## config.mk

```make
export PLATFORM = sky130hd
export DESIGN_NAME = main_text_transform
export DESIGN_NICKNAME = d
export VERILOG_FILES = /design/src/rtl/main_text_transform.sv
export SDC_FILE = /design/constraint.sdc
export NUM_CORES = 2
export LEC_CHECK = 0
export CAP_MARGIN = 20
export CORE_MARGIN = 2
export CORE_UTILIZATION = 55
export DETAILED_ROUTE_END_ITERATION = 16
export PLACE_DENSITY_LB_ADDON = 0.12
export SETUP_SLACK_MARGIN = 0.15
export SYNTH_ARGS = -nofsm -noshare
export SYNTH_HDL_FRONTEND = slang
export SYNTH_SLANG_ARGS = --single-unit
```

## constraint.sdc

```tcl
create_clock -name clk -period 23.2 [get_ports clk]
set_input_delay 3.48 -clock clk [delete_from_list [all_inputs] [get_ports clk]]
set_output_delay 3.48 -clock clk [all_outputs]
set_load 0.05 [all_outputs]
```

## src/rtl/main_text_transform.sv

```systemverilog
`default_nettype none
// ============================================================================
// Module   : main_text_transform
// Purpose  : Text frame transform stage between min_os text RX and TX.
//            Captures received frames into a small circular queue, transforms
//            each one byte per clock (pass / upper-case / reverse / ROT13),
//            then offers the result to TX with a valid/ready handshake.
//            Keeps saturating emitted / dropped frame counters.
// Ports    : clk, rst (async, active-high)
//            mode              - transform select, latched at frame load
//            rx_text_bytes/size, rx_is_text_ready (0->1 = new frame)
//            tx_text_bytes/size, tx_text_valid, tx_text_ready
//            busy              - FSM active or frames queued
//            frames_out, frames_dropped - saturating 8-bit counters
// Revision : 1.0 - initial release
// ============================================================================
module main_text_transform #(
  parameter int MAX_BYTES = 32,
  parameter int DEPTH     = 2
) (
  input  logic                   clk,
  input  logic                   rst,
  input  logic [1:0]             mode,
  input  logic [MAX_BYTES*8-1:0] rx_text_bytes,
  input  logic [7:0]             rx_text_size,
  input  logic                   rx_is_text_ready,
  output logic [MAX_BYTES*8-1:0] tx_text_bytes,
  output logic [7:0]             tx_text_size,
  output logic                   tx_text_valid,
  input  logic                   tx_text_ready,
  output logic                   busy,
  output logic [7:0]             frames_out,
  output logic [7:0]             frames_dropped
);

  localparam int            c_W        = MAX_BYTES * 8;
  localparam int            c_PW       = $clog2(DEPTH);
  localparam int            c_IW       = (MAX_BYTES > 1) ? $clog2(MAX_BYTES) : 1;
  localparam logic [c_PW:0] c_DEPTH    = (c_PW + 1)'(DEPTH);
  localparam logic [7:0]    c_MAX_SIZE = 8'(MAX_BYTES);

  typedef enum logic [1:0] {
    S_IDLE  = 2'd0,
    S_XFORM = 2'd1,
    S_EMIT  = 2'd2
  } t_state;

  t_state r_state;
  t_state w_state_nxt;

  // Capture side
  logic            r_rdy_prev;
  logic            w_edge;
  logic [7:0]      w_eff_size;
  logic            w_full;
  logic            w_nempty;
  logic            w_enq;
  logic            w_drop;
  logic            w_deq;

  // Frame queue
  logic [c_W-1:0]  r_q_bytes [DEPTH];
  logic [7:0]      r_q_size  [DEPTH];
  logic [c_PW-1:0] r_wptr;
  logic [c_PW-1:0] r_rptr;
  logic [c_PW:0]   r_count;

  // Work registers for the frame being transformed
  logic [c_W-1:0]  r_work_bytes;
  logic [7:0]      r_work_size;
  logic [1:0]      r_work_mode;
  logic [c_IW-1:0] r_idx;
  logic [c_IW-1:0] w_src_idx;
  logic [7:0]      w_src_byte;
  logic [7:0]      w_xbyte;
  logic            w_last;

  // Per-byte transform for the non-reordering modes; ROT13 is split into
  // the first and second half of each alphabet so no modulo is needed.
  function automatic logic [7:0] f_xform(input logic [1:0] m, input logic [7:0] b);
    logic [7:0] v;
    v = b;
    case (m)
      2'd1: begin
        if (b >= 8'h61 && b <= 8'h7A) v = b - 8'h20;
      end
      2'd3: begin
        if ((b >= 8'h41 && b <= 8'h4D) || (b >= 8'h61 && b <= 8'h6D))
          v = b + 8'd13;
        else if ((b >= 8'h4E && b <= 8'h5A) || (b >= 8'h6E && b <= 8'h7A))
          v = b - 8'd13;
      end
      default: v = b;
    endcase
    return v;
  endfunction

  assign w_edge     = rx_is_text_ready & ~r_rdy_prev;
  assign w_eff_size = (rx_text_size > c_MAX_SIZE) ? c_MAX_SIZE : rx_text_size;
  // Full is judged on occupancy before this edge's dequeue.
  assign w_full     = (r_count == c_DEPTH);
  assign w_nempty   = (r_count != '0);
  assign w_enq      = w_edge && (w_eff_size != 8'd0) && !w_full;
  assign w_drop     = w_edge && (w_eff_size != 8'd0) && w_full;
  assign w_deq      = (r_state == S_IDLE) && w_nempty;

  // Reverse mode reads from the mirrored position within the valid bytes.
  assign w_src_idx  = (r_work_mode == 2'd2) ? c_IW'(r_work_size - 8'd1 - 8'(r_idx)) : r_idx;
  assign w_src_byte = r_work_bytes[{w_src_idx, 3'b000} +: 8];
  assign w_xbyte    = f_xform(r_work_mode, w_src_byte);
  assign w_last     = (8'(r_idx) == r_work_size - 8'd1);

  assign busy = (r_state != S_IDLE) || w_nempty;

  // Queue storage needs no reset: occupancy governs what is valid.
  always_ff @(posedge clk) begin
    if (w_enq) begin
      r_q_bytes[r_wptr] <= rx_text_bytes;
      r_q_size[r_wptr]  <= w_eff_size;
    end
  end

  always_ff @(posedge clk or posedge rst) begin
    if (rst) begin
      r_rdy_prev <= 1'b0;
      r_wptr     <= '0;
      r_rptr     <= '0;
      r_count    <= '0;
    end else begin
      r_rdy_prev <= rx_is_text_ready;
      if (w_enq) r_wptr <= r_wptr + 1'b1;
      if (w_deq) r_rptr <= r_rptr + 1'b1;
      case ({w_enq, w_deq})
        2'b10:   r_count <= r_count + 1'b1;
        2'b01:   r_count <= r_count - 1'b1;
        default: r_count <= r_count;
      endcase
    end
  end

  always_ff @(posedge clk or posedge rst) begin
    if (rst) r_state <= S_IDLE;
    else     r_state <= w_state_nxt;
  end

  always_comb begin
    w_state_nxt = r_state;
    case (r_state)
      S_IDLE:  if (w_nempty)      w_state_nxt = S_XFORM;
      S_XFORM: if (w_last)        w_state_nxt = S_EMIT;
      S_EMIT:  if (tx_text_ready) w_state_nxt = S_IDLE;
      default:                    w_state_nxt = S_IDLE;
    endcase
  end

  always_ff @(posedge clk or posedge rst) begin
    if (rst) begin
      r_work_bytes   <= '0;
      r_work_size    <= 8'd0;
      r_work_mode    <= 2'd0;
      r_idx          <= '0;
      tx_text_bytes  <= '0;
      tx_text_size   <= 8'd0;
      tx_text_valid  <= 1'b0;
      frames_out     <= 8'd0;
      frames_dropped <= 8'd0;
    end else begin
      if (w_drop && frames_dropped != 8'hFF) frames_dropped <= frames_dropped + 8'd1;
      case (r_state)
        S_IDLE: begin
          if (w_nempty) begin
            r_work_bytes  <= r_q_bytes[r_rptr];
            r_work_size   <= r_q_size[r_rptr];
            r_work_mode   <= mode;
            r_idx         <= '0;
            // Clearing here leaves every byte at or beyond size as zero.
            tx_text_bytes <= '0;
          end
        end
        S_XFORM: begin
          tx_text_bytes[{r_idx, 3'b000} +: 8] <= w_xbyte;
          r_idx <= r_idx + 1'b1;
          if (w_last) begin
            tx_text_size  <= r_work_size;
            tx_text_valid <= 1'b1;
          end
        end
        S_EMIT: begin
          if (tx_text_ready) begin
            tx_text_valid <= 1'b0;
            if (frames_out != 8'hFF) frames_out <= frames_out + 8'd1;
          end
        end
        default: ;
      endcase
    end
  end

endmodule
`default_nettype wire

```

==> After elaboration in Yosys (flattened, before gate mapping) <==
Memory sizes are Yosys's and may differ from the RTL's. A register that Yosys moved wholly into a read port is not among the register bits.
Cells that the tools add are included.
{ "word_totals": {"ff_bits": 295, "mem_count": 2, "ram_bits": 528, "inputBits": 270, "out_inout_bits": 282, "elab_cells": 103} }
{ "mem_list": {"columns": ["memory", "depth", "width", "rd", "rd_ports_with_merged_regs", "wr", "line", "source"], "rows": [
  ["r_q_bytes", 2, 256, 1, 1, 1, "62", "logic [c_W-1:0] r_q_bytes [DEPTH];"],
  ["r_q_size", 2, 8, 1, 1, 1, "63", "logic [7:0] r_q_size [DEPTH];"]
]} }
{ "classes": {"magnitude_cmp": 9, "add_sub_neg": 13, "eq_ne": 14, "n_mux": 21, "n_bitwise": 2, "reduce_logical": 27, "shift": 3} }
{ "ops": {"columns": ["operator", "n"], "rows": [
  ["256-bit case mux with 2 select lines", 1],
  ["256-bit bitwise mux", 1],
  ["256-bit two-way mux", 1],
  ["8-bit by 10-bit variable shift with 256-bit output, first input constant", 1],
  ["256-bit by 9-bit variable part select with 8-bit output", 1],
  ["8-bit by 10-bit variable part select with 256-bit output", 1],
  ["8-bit by 7-bit >= comparator with 1-bit output, second input constant", 4],
  ["8-bit by 7-bit <= comparator with 1-bit output, second input constant", 4],
  ["8-bit two-way mux", 4],
  ["8-bit by 1-bit adder with 8-bit output, second input constant", 2],
  ["8-bit != test, second input constant", 2],
  ["8-bit case mux with 2 select lines", 1],
  ["2-bit == test, second input constant", 5],
  ["1-bit logical AND", 10],
  ["5-bit two-way mux", 2],
  ["8-bit negator with 10-bit output", 1],
  ["5-bit case mux with 2 select lines", 1],
  ["2-bit nonzero test", 5],
  ["3-bit AND reduction", 3],
  ["8-bit by 4-bit adder with 8-bit output, second input constant", 1],
  ["5-bit by 8-bit == test with 1-bit output", 1],
  ["8-bit by 6-bit > comparator with 1-bit output, second input constant", 1],
  ["8-bit nonzero test", 1],
  ["8-bit by 1-bit subtractor with 8-bit output, second input constant", 1],
  ["other kinds (20)", 34]
]} }

==> Depth between registers and ports, before layout <==
{ "depth": {"word_depth": 13, "mapped_depth": 24, "mapped_depth_nobuf": 20} }

==> Worst setup path before layout <==
OpenSTA, ideal clock, no wires.
{ "synth_timing": {"kind": "input -> register", "start": "input port rx_text_size[0]", "end": "memory r_q_bytes[0][0] (netlist bit), enable pin", "arrival_time_ns": 15.952, "path_buffers": 0, "cell_stages": 7, "required_time_ns": 22.305, "path_slack_ns": 6.354, "setup_ns": 0.895, "path_cell_list": "nor4_1 -> nand2b_1 -> a211oi_1 -> and2_1 -> nor2_1 -> a2111o_1 -> nor2_1"} }
{ "synth_via": {"elab_chain_len": 7} }
{ "synth_rtl": {"columns": ["element", "line", "source"], "rows": [
  ["start, declared", "25", "input logic [7:0] rx_text_size,"],
  ["8-bit by 6-bit > comparator with 1-bit output", "99", "assign w_eff_size = (rx_text_size > c_MAX_SIZE) ? c_MAX_SIZE : rx_text_size;"],
  ["8-bit two-way mux", "99", null],
  ["net w_eff_size[3]", "54", "logic [7:0] w_eff_size;"],
  ["8-bit nonzero test", "103", "assign w_enq = w_edge && (w_eff_size != 8'd0) && !w_full;"],
  ["1-bit logical AND (2 in series)", "103", null],
  ["1-bit two-way mux", "117", "if (w_enq) begin"],
  ["1-bit two-way mux (not written as such)", "118", "r_q_bytes[r_wptr] <= rx_text_bytes;"],
  ["end, declared", "62", null]
]} }
The timed path passes the listed nets, and every way through them passes these cells.

==> Final worst setup path <==
{ "layout_timing": {"start": "input port rx_text_size[0]", "end": "memory r_q_bytes[0][229] (netlist bit), enable pin"} }
Same word-level chain as after synthesis.

==> flow_metrics.py <==
metrics = {
    "sta": {
        "hold_ws_ns": 0.4779,
        "fin_crit_sh": 0.3659,
        "tightest_slew_ns": 1.196,
        "period_minus_slack_ns": 8.489,
        "skew_ns": 0.01852,
        "finalHoldViolCount": 0,
        "setup_tns_ns": 0,
        "rsz0062_at_grt": "no",
        "relSlewSlack": 0.1955,
        "setup_viol": 0,
        "drv_slew": 0,
        "fmax_mhz": 117.8,
    },
    "cts": {
        "clkLatencyLatePin_ns": 0.66,
        "path_clk_slew_ns": 0.06,
        "cts_setup_buffers": 0,
        "ctsRootBufferMaster": "clkbuf_16",
        "h-tree-depth": 3,
        "clock-sinks": 1087,
        "cts_buffer_depth": 3,
        "cts_made_buffers": 108,
        "cts_tree": "done",
        "post_cts_resized": 0,
        "cts_hold_buf": 0,
    },
    "floorplan": {
        "io_pins": 552,
        "num_rows": 102,
        "coreArea_mm2": 0.07734,
        "initial_core_util": 0.5544,
        "die_width_um": 283.2,
        "die-area_mm2": 0.08021,
        "die_h_um": 283.2,
    },
    "yosys": {
        "synthArstFlopShare": 0.5143,
        "yosysMostFrequentCell": "nand2_1",
        "synth_largest_area_cell": "edfxtp_1",
        "netlist.area_leader.share": 0.3698,
        "ys_types": 78,
        "ys.flop_type": "dfrtp_1",
        "synthCells": 3337,
        "syn-cell-area_mm2": 0.04288,
        "synth_area_leaders": "edfxtp_1 37%, dfrtp_1 33%, mux2i_1 6.7%",
        "yosys_register_bits": 1087,
        "synth-edff-count": 528,
        "synthTopCellsByCount": "606 x nand2_1, 559 x dfrtp_1, 528 x edfxtp_1",
        "synth_area_per_cell_um2": 12.85,
        "yosysSeqAreaShare": 0.6960,
        "ys_warn_count": 0,
    },
    "routing": {
        "drtAntennaViolNets": 0,
        "vias": 28810,
        "via_per_inst": 5.787,
        "dr.first_iter.drc_count": 2511,
        "wirelength_um": 113800,
        "wire_per_inst_um": 22.87,
        "first_pass_iters": 6,
        "drcViolationCount": 0,
    },
    "global_route": {
        "grt_use_total": 0.2807,
        "grt_pass1_vias": 28660,
        "grt_pass1_wl_um": 173000,
        "globalRoute.totalOverflow": 0,
        "grt_antenna_before_repair": 9,
        "grt_start_max_net_pins": 300,
    },
    "worst_setup_path": {
        "critPathCaptureType": "flop",
        "cp.required_ns": 23.47,
        "rr_worst_depth": 19,
        "crit_arrival_ns": 8.76,
        "crit_type": "input port to flop",
        "start_kind": "input port",
        "cp_max_fo": 69,
    },
    "final_layout": {
        "synthToLayoutAreaGrowth_pct": 23.54,
        "postLayoutCellArea_mm2": 0.05297,
        "final_nets": 4133,
        "finalCoreUtilization": 0.6849,
        "drive_above_1_share": 0.06968,
    },
    "hold_path": {
        "hold_depth": 2,
        "hold_path_class": "flop to flop",
    },
    "placed_design": {
        "gp_congestion": 0.8626,
        "io_buffers": 551,
        "dp_hpwl_um": 75740,
        "placed_cell_area_mm2": 0.04929,
    },
    "run": {
        "maxCapViolations": 0,
    },
    "status": {
        "outcome": "finished clean",
    },
}
per-stage QoR:
step	setup slack (ns)	std cells
CTS	14.70	4969
global route	14.22	4978
detailed placement	14.01	4768
finish	14.71	4978
floorplan	4.088	3340
global placement	14.18	4765
kinds of logic after synthesis:
family	share of synthesized area
fa+ha+maj	0.006595
mux	0.07070
simple gates	0.08538
compound gates	0.1080
xor+xnor	0.006070
other cells	0.00008746
flops	0.6960
buf+inv	0.02714
layout by cell type (no fill, tap or decap), drive strengths merged, types with 17 or more instances in the layout:
cell,n
dfrtp,559
xnor2,18
o21ai,508
ha,21
clkinv,23
nor2,35
and2,17
inv,50
nand2,606
a211oi,31
clkbuf,165
and3,17
buf,45
clkdlybuf4s50,551
edfxtp,528
mux2i,286
a21oi,119
a221oi,30
nand3,103
final cells by class:
cell class / count / area (µm²)
Fill cell: 5556 / 24370
Multi-Input combinational cell: 2001 / 12030
Timing Repair Buffer: 597 / 5996
Antenna cell: 6 / 15.01
Sequential cell: 1087 / 29850
Tap cell: 1040 / 1301
Clock inverter: 37 / 379.1
Clock buffer: 164 / 3227
Inverter: 46 / 180.2
registers in the layout, indices dropped and copies added (netlist names), 2 cells and up:
| signal | cells |
|---|---|
| r_q_bytes | 512 |
| r_work_bytes | 256 |
| tx_text_bytes | 256 |
| r_q_size | 16 |
| frames_dropped | 8 |
| frames_out | 8 |
| r_work_size | 8 |
| tx_text_size | 8 |
| r_idx | 5 |
| r_count | 2 |
| r_state | 2 |
| r_work_mode | 2 |
final timing paths:
kind                                                   start                        endpoint  slack, ns
worst max-delay path                         rx_text_size[0]     r_q_bytes[0][229]$_DFFE_PP_      14.71
worst min-delay path            r_work_bytes[31]$_DFFE_PP0P_    r_work_bytes[31]$_DFFE_PP0P_       0.48
worst max register to register          r_idx[0]$_DFFE_PP0P_  tx_text_bytes[251]$_DFFE_PP0P_      15.39
worst min register to register  r_work_bytes[31]$_DFFE_PP0P_    r_work_bytes[31]$_DFFE_PP0P_       0.48
max in group asynchronous                                rst  tx_text_bytes[178]$_DFFE_PP0P_      16.59
min in group asynchronous                                rst   tx_text_bytes[18]$_DFFE_PP0P_       3.37
worst max-delay path: stages:
cell,delay (ns)
clkdlybuf4s50_1,0.42
nor4_1,0.51
nand2b_1,0.11
a211oi_1,0.43
and2_1,0.23
nor2_1,0.07
a2111o_1,0.54
nor2_4,0.50
buf_4,0.80
buf_4,0.67
buf_4,0.85
routing by layer:
layer,GRT usage,up-vias,part of all wire
li1,-,13090,-
met1,0.3661,14400,0.40
met2,0.4759,1087,0.50
met3,0.04557,229,0.061
met4,0.1074,4,0.036
met5,0,-,0.00020
Power is left out: the tool's default activity adds up to more than one toggle a clock period on the data nets, which glitch-free logic cannot reach.
